[src/rtl/cpu_pkg.sv]
// cpu_pkg: shared opcode, condition-code, flag and FSM-state types for the pc stage
package cpu_pkg;
  typedef enum logic [3:0] {
    OP_ADD = 4'h0, OP_SUB = 4'h1, OP_XOR = 4'h2, OP_RED = 4'h3,
    OP_SLL = 4'h4, OP_SRA = 4'h5, OP_ROR = 4'h6, OP_PADDSB = 4'h7,
    OP_B = 4'hC, OP_BR = 4'hD, OP_PCS = 4'hE, OP_HLT = 4'hF
  } opcode_e;
  typedef enum logic [2:0] {CC_NE, CC_EQ, CC_GT, CC_LT, CC_GE, CC_LE, CC_OV, CC_UNCOND} cond_e;
  typedef struct packed {logic z; logic v; logic n;} flags_t;
  typedef enum logic {S_RUN, S_HALTED} state_e;
endpackage

[src/rtl/branch_cond.sv]
// branch_cond: ccc + registered flags -> met (NE EQ GT LT GE LE OV always)
module branch_cond
  import cpu_pkg::*;
(
  input  cond_e  ccc,
  input  flags_t flags,
  output logic   met
);
  logic [7:0] m;
  assign m = {1'b1, flags.v, flags.z | flags.n, flags.z | !flags.n, flags.n,
              !flags.z & !flags.n, flags.z, !flags.z};
  assign met = m[ccc];
endmodule

[src/rtl/pc_control.sv]
// pc_control: PC, Z/V/N flags and halt FSM; in clk rst stall instr alu_z/v/n rs_data, out pc pc_plus2 branch_taken halt align_err; PC_ALIGN_CHECK_EN enables BR target alignment
module pc_control
  import cpu_pkg::*;
#(
  parameter logic [15:0] RESET_PC = 16'h0000
) (
  input  logic        clk,
  input  logic        rst,
  input  logic        stall,
  input  logic [15:0] instr,
  input  logic        alu_z,
  input  logic        alu_v,
  input  logic        alu_n,
  input  logic [15:0] rs_data,
  output logic [15:0] pc,
  output logic [15:0] pc_plus2,
  output logic        branch_taken,
  output logic        halt,
  output logic        align_err
);
  opcode_e op;
  flags_t flags_q, flags_d;
  state_e state_q, state_d;
  logic [15:0] pc_q, pc_d, b_target, br_target, target;
  logic align_err_q, align_err_d, met, running, adv;
  assign op = opcode_e'(instr[15:12]);
  branch_cond u_cond (.ccc(cond_e'(instr[11:9])), .flags(flags_q), .met(met));
  assign running = state_q == S_RUN;
  assign adv = running & !stall;
  assign pc_plus2 = pc_q + 16'd2;
  assign b_target = pc_plus2 + {{6{instr[8]}}, instr[8:0], 1'b0};
`ifdef PC_ALIGN_CHECK_EN
  assign br_target = {rs_data[15:1], 1'b0};
`else
  assign br_target = rs_data;
`endif
  assign target = op == OP_BR ? br_target : b_target;
  assign branch_taken = running & (op == OP_B | op == OP_BR) & met;
  always_comb begin
    pc_d = (!adv || op == OP_HLT) ? pc_q : branch_taken ? target : pc_plus2;
    flags_d = !adv ? flags_q
            : (op == OP_ADD || op == OP_SUB) ? flags_t'({alu_z, alu_v, alu_n})
            : (op == OP_XOR || op == OP_SLL || op == OP_SRA || op == OP_ROR) ? flags_t'({alu_z, flags_q.v, flags_q.n})
            : flags_q;
    state_d = (adv && op == OP_HLT) ? S_HALTED : state_q;
`ifdef PC_ALIGN_CHECK_EN
    align_err_d = adv & branch_taken & (op == OP_BR) & rs_data[0];
`else
    align_err_d = 1'b0;
`endif
  end
  always_ff @(posedge clk) begin
    if (rst) begin
      pc_q <= RESET_PC;
      flags_q <= '0;
      state_q <= S_RUN;
      align_err_q <= 1'b0;
    end else begin
      pc_q <= pc_d;
      flags_q <= flags_d;
      state_q <= state_d;
      align_err_q <= align_err_d;
    end
  end
  assign pc = pc_q;
  assign halt = state_q == S_HALTED;
  assign align_err = align_err_q;
endmodule

[config.mk]
export PLATFORM = sky130hd
export DESIGN_NAME = pc_control
export DESIGN_NICKNAME = d
export VERILOG_FILES = /design/src/rtl/cpu_pkg.sv /design/src/rtl/branch_cond.sv /design/src/rtl/pc_control.sv
export SDC_FILE = /design/constraint.sdc
export NUM_CORES = 1
export LEC_CHECK = 0
export BUFFER_PORTS_ARGS = -buffer_cell sky130_fd_sc_hd__buf_4
export CAP_MARGIN = 5
export CORE_UTILIZATION = 31
export DETAILED_ROUTE_END_ITERATION = 8
export GPL_ROUTABILITY_DRIVEN = 0
export PLACE_DENSITY = 0.57
export SLEW_MARGIN = 20
export SYNTH_ARGS = -nofsm -noshare
export SYNTH_HDL_FRONTEND = slang
export SYNTH_SLANG_ARGS = --single-unit
[constraint.sdc]
create_clock -name clk -period 3.45 [get_ports clk]
set_input_delay 0.69 -clock clk [delete_from_list [all_inputs] [get_ports clk]]
set_output_delay 0.69 -clock clk [all_outputs]
set_load 0.01 [all_outputs]
After elaboration in Yosys (flattened, before gate mapping)
Cells that the tools add are included.
{"block": "word_totals", "register_bits": 20, "out_inout_bits": 35, "word_cells": 44}
{"block": "classes", "add_sub_neg": 2, "magnitude_cmp": 1, "eq_ne": 8, "mux": 6, "n_bitwise": 8, "n_reduce_logical": 14}
{"cell": "$mux W16", "n": 2}
{"cell": "$add A16 B16 Y16", "n": 1}
{"cell": "$add A16 B2 Y16 const B", "n": 1}
{"cell": "$eq A4 B3 Y1 const B", "n": 3}
{"cell": "$eq A4 B4 Y1 const B", "n": 3}
{"cell": "$mux W3", "n": 2}
{"cell": "$logic_or A1 B1 Y1", "n": 5}
{"cell": "$and A1 B1 Y1", "n": 4}
{"cell": "$eq A4 B1 Y1 const B", "n": 1}
{"cell": "$eq A4 B2 Y1 const B", "n": 1}
{"cell": "$logic_not A1 Y1", "n": 4}
{"cell": "$logic_not A4 Y1", "n": 1}
{"cell": "$lt A3 B4 Y1 const B", "n": 1}
{"cell": "$reduce_and A2 Y1", "n": 2}
{"cell": "$bmux W1 S3", "n": 1}
{"cell": "$or A1 B1 Y1", "n": 3}
{"cell": "$reduce_bool A2 Y1", "n": 1}
{"cell": "$logic_and A1 B1 Y1", "n": 1}
{"cell": "$mux W1", "n": 1}
{"cell": "$not A1 Y1", "n": 1}

Depth between registers and ports, before layout
{"block": "depth", "ltp_word": 6, "depth_mapped": 14}

Cells and area by module
From an unflattened synthesis, not the netlist that was laid out.
{"block": "hier_totals", "hier_cells": 304, "area_unflattened_um2": 2242.2}
{"mod": "pc_control", "instances": 1, "cells_per_inst": 292, "area_per_inst_um2": 2169.6}
{"mod": "branch_cond", "instances": 1, "cells_per_inst": 12, "area_per_inst_um2": 72.6}

Worst setup path after synthesis
No wires, ideal clock.
{"block": "synth_timing", "kind": "flip-flop to flip-flop", "from": "register pc_q[3] (netlist: pc[3])", "to": "register pc_q[11] (netlist: pc[11])", "arrival_ns": 2.888, "t_required_ns": 3.320, "slack_ns": 0.432, "stages_incl_launch_ff": 14, "n_path_buf": 1, "period_less_slack_ns": 3.018, "path_cell_list": "dfxtp_1 -> buf_2 -> and3_1 -> and3_1 -> and3_1 -> xor2_1 -> ha_1 -> a21oi_1 -> nand2_1 -> o21a_1 -> or3_1 -> a21oi_1 -> o32a_1 -> a21oi_2"}
{"block": "synth_between", "elab_chain_len": 4}
{"element": "start, declared", "line_no": "pc_control.sv:24", "text": "logic [15:0] pc_q, pc_d, b_target, br_target, target;"}
{"element": "start signal, assigned", "line_no": "pc_control.sv:59", "text": "pc_q <= pc_d;"}
{"element": "$add A16 B2 Y16", "line_no": "pc_control.sv:30", "text": "assign pc_plus2 = pc_q + 16'd2;"}
{"element": "net pc_plus2[8]", "line_no": "pc_control.sv:16", "text": "output logic [15:0] pc_plus2,"}
{"element": "$add A16 B16 Y16", "line_no": "pc_control.sv:31", "text": "assign b_target = pc_plus2 + {{6{instr[8]}}, instr[8:0], 1'b0};"}
{"element": "$mux W16", "line_no": "pc_control.sv:37", "text": "assign target = op == OP_BR ? br_target : b_target;"}
{"element": "$mux W16", "line_no": "pc_control.sv:40", "text": "pc_d = (!adv || op == OP_HLT) ? pc_q : branch_taken ? target : pc_plus2;"}
The timed path passes the listed nets, and every way through them passes these cells.
A chain may end at the register's enable or synchronous reset.

Worst setup path in the final report
{"block": "layout_timing", "from": "register pc_q[5] (netlist: pc[5])", "to": "register pc_q[11] (netlist: pc[11])"}
{"block": "layout_between", "elab_chain_len": 4}
{"element": "$add A16 B2 Y16 *", "line_no": "pc_control.sv:30"}
{"element": "$add A16 B16 Y16", "line_no": "pc_control.sv:31"}
{"element": "$mux W16", "line_no": "pc_control.sv:37"}
{"element": "$mux W16 *", "line_no": "pc_control.sv:40"}
Every way passes the cells marked *; elsewhere a longest branch is shown, timed or not.

==> results.py <==
metrics = {
    "outcome": {
        "run_status": "complete, no violations",
    },
    "floorplanning": {
        "start_util": 0.323,
        "rows": 30,
        "die_x_um": 86.3,
        "die_area_sq_mm": 0.00745,
        "io_pins": 73,
        "die_y_um": 86.3,
        "core_sq_mm": 0.00683,
    },
    "logic_synthesis": {
        "yosys_warnings": 0,
        "synth-seq-cells": 20,
        "synth.top_cell.area_share": 0.182,
        "avgSynthCellArea_sq_um": 7.37,
        "synth_area_leaders": "dfxtp_1 18%, ha_1 10%, a21oi_1 7.0%, xnor2_1 6.0%, nand2_1 4.8%",
        "synth_edf_count": 0,
        "yosysTopAreaCell": "dfxtp_1",
        "synth_seq_area_share": 0.182,
        "synthesis.area_sq_mm": 0.00220,
        "ys_types": 61,
        "ys.flop_type": "dfxtp_1",
        "synth_cells": 299,
        "syn_nets": 356,
        "async_reset_ff_frac": 0,
    },
    "layout": {
        "nets": 420,
        "regArea_sq_um": 402,
        "multi_input_area_sq_mm": 0.00167,
        "final_common_cell": "buf_4",
        "antenna_cells": 0,
        "fin_util": 0.422,
        "mostFrequentLayoutCells": "76 x buf_4, 31 x a21oi_1, 28 x nand2_1",
        "syn_to_final_growth_pct": 30.8,
        "fill_cells": 758,
        "drive_gt1_frac": 0.257,
    },
    "setup_path": {
        "critPathKind": "reg2reg",
        "reg2reg_slack_ns": 0.29,
        "start_kind": "flop",
        "critPathMaxFanout": 6,
        "r2r_start": "pc[5]",
        "ff2ff_path_depth": 12,
        "crit_required_ns": 3.60,
        "reg2reg_to": "pc[11]",
        "arrival_ns": 3.31,
        "crit_path_end_kind": "flop",
    },
    "global_route": {
        "met2_usage": 0.312,
        "top_usage_layer": "met2",
        "grt_start_max_net_pins": 26,
        "antenna_found_initial": 0,
        "grt_pass1_vias": 2262,
        "grt_util_met3": 0.0333,
        "track_usage": 0.184,
        "grt_pass1_wl_mm": 10.9,
        "met1_usage": 0.251,
        "overflow": 0,
    },
    "route": {
        "wl_per_cell_um": 15.0,
        "vias": 2416,
        "drt-pass1-iter-count": 4,
        "drc": 0,
        "drt_iter0_markers": 64,
        "wl_mm": 6.86,
        "via_per_inst": 5.28,
        "drtAntennaViolNets": 0,
    },
    "clock_tree": {
        "hold_buffers": 0,
        "cts_root_buf": "clkbuf_8",
        "clk_pin_slew_ns": 0.09,
        "cts_resized": 0,
        "ctsHtreeMaxLevel": 1,
        "numCtsBuffers": 3,
        "cts_max_path_buffers": 2,
        "cts_sinks": 20,
        "clk_latency_ns": 0.27,
        "postCtsSetupRepairBufs": 0,
        "cts_tree": "built",
    },
    "power": {
        "p_per_area_mw_per_mm2": 256,
        "leakage_nw": 1.28,
        "ir_drop_uv": 142,
    },
    "sta": {
        "fmax_ghz": 0.316,
        "finClkSkew_ns": 0.00868,
        "finalHoldViolCount": 0,
        "finalMaxSlewViolations": 0,
        "fin_setup_tns_ns": 0,
        "fin_crit_ns": 3.16,
        "rsz0062_at_grt": "false",
        "slew_headroom": 0.455,
        "holdWs_ns": 0.525,
        "post-route-period-util": 0.916,
        "setup_violations": 0,
        "worst_slew_pin_slew_ns": 0.816,
    },
    "min_path": {
        "hold_path.class": "reg2reg",
        "whs_path_depth": 2,
        "min-delay-start": "flags_q[1]",
        "min_to": "flags_q[1]",
    },
    "run": {
        "max-cap-violations": 0,
    },
    "place": {
        "hpwl_mm": 5.21,
        "portBuffers": 71,
    },
}
[worst max-delay path, cell delays in order (launching register included)]
cell and delay (ns):
dfxtp_1 0.45, and3_1 0.20, and3_1 0.24, and3_1 0.19, xor2_1 0.27, ha_1 0.35
a21oi_1 0.25, nand2_1 0.09, o21a_1 0.24, or3_1 0.36, a21oi_1 0.17, o32a_1 0.19
a21oi_2 0.05
[report_power, final]
part           switching (W)  total, W  internal, W
clock              0.0000915  0.000247     0.000155
combinational       0.000127  0.000240     0.000113
sequential         0.0000131  0.000253     0.000240
total               0.000231  0.000739     0.000507
[registers in the layout, summed over array words and instances (netlist names)]
| signal | cells |
|---|---|
| halt | 1 |
| pc | 16 |
| flags_q | 3 |
[metal layers]
layer / up-vias / routed length (um) / share of wire
li1: 1226 / - / -
met4: 0 / 8 / 0.0012
met2: 64 / 3230 / 0.47
met5: - / 0 / 0
met3: 2 / 359 / 0.052
met1: 1124 / 3260 / 0.48
[synthesized netlist by cell type (5+ instances only)]
master and number:
xnor2_1 15, xor2_1 10, nand3_1 11, a211oi_1 5, nand2_1 28, nand2b_1 6
o21ai_0 9, clkbuf_1 9, a21oi_1 31, nand4_1 6, ha_1 18, nor3_1 6
nor2_1 25, o211ai_1 8, nor4_1 5, inv_1 11, dfxtp_1 20
[layout make-up]
class	count	share of cell area
sequential	20	0.139
multi-input combinational	250	0.581
clock inverter	1	0.0104
inverter	12	0.0156
timing repair buffer	76	0.198
tap	96	0.0417
clock buffer	3	0.0143
[cell families (layout without fill, tap and decap cells)]
| family | Yosys count | after routing | share of synthesized area |
|---|---|---|---|
| flip-flops | 20 | 20 | 0.182 |
| XOR/XNOR | 25 | 25 | 0.0993 |
| adder cells (fa/ha/maj) | 19 | 19 | 0.111 |
| AO/OA/AOI/OAI | 85 | 85 | 0.251 |
| multiplexers | 4 | 4 | 0.0182 |
| AND/OR/NAND/NOR | 116 | 116 | 0.275 |
| other | 1 | 1 | 0.00170 |
| buffers and inverters | 29 | 92 | 0.0624 |
[worst max-delay path by stage]
stage / endpoint / from / slack (ns) / cells after the start
global route: pc[11] / pc[5] / 0.05 / 12
global placement: pc[11] / pc[5] / 0.39 / 12
floorplan: pc[11] / pc[3] / 0.43 / 13
detailed placement: pc[10] / pc[1] / 0.29 / 12
finish: pc[11] / pc[5] / 0.29 / 12
CTS: pc[10] / pc[1] / 0.26 / 12
[through the flow]
step / setup WS (ns) / total power, W / cell area [sq um] / instances
2_1_floorplan: 0.432 / 0.000401 / 2200 / 299
3_3_place_gp: 0.394 / 0.000496 / 2800 / 454
3_5_place_dp: 0.292 / 0.000497 / 2800 / 454
4_1_cts: 0.261 / 0.000746 / 2870 / 458
5_1_grt: 0.0459 / 0.000779 / 2880 / 458
6_report: 0.289 / 0.000739 / 2880 / 458
(Power assumes the default switching activity.)
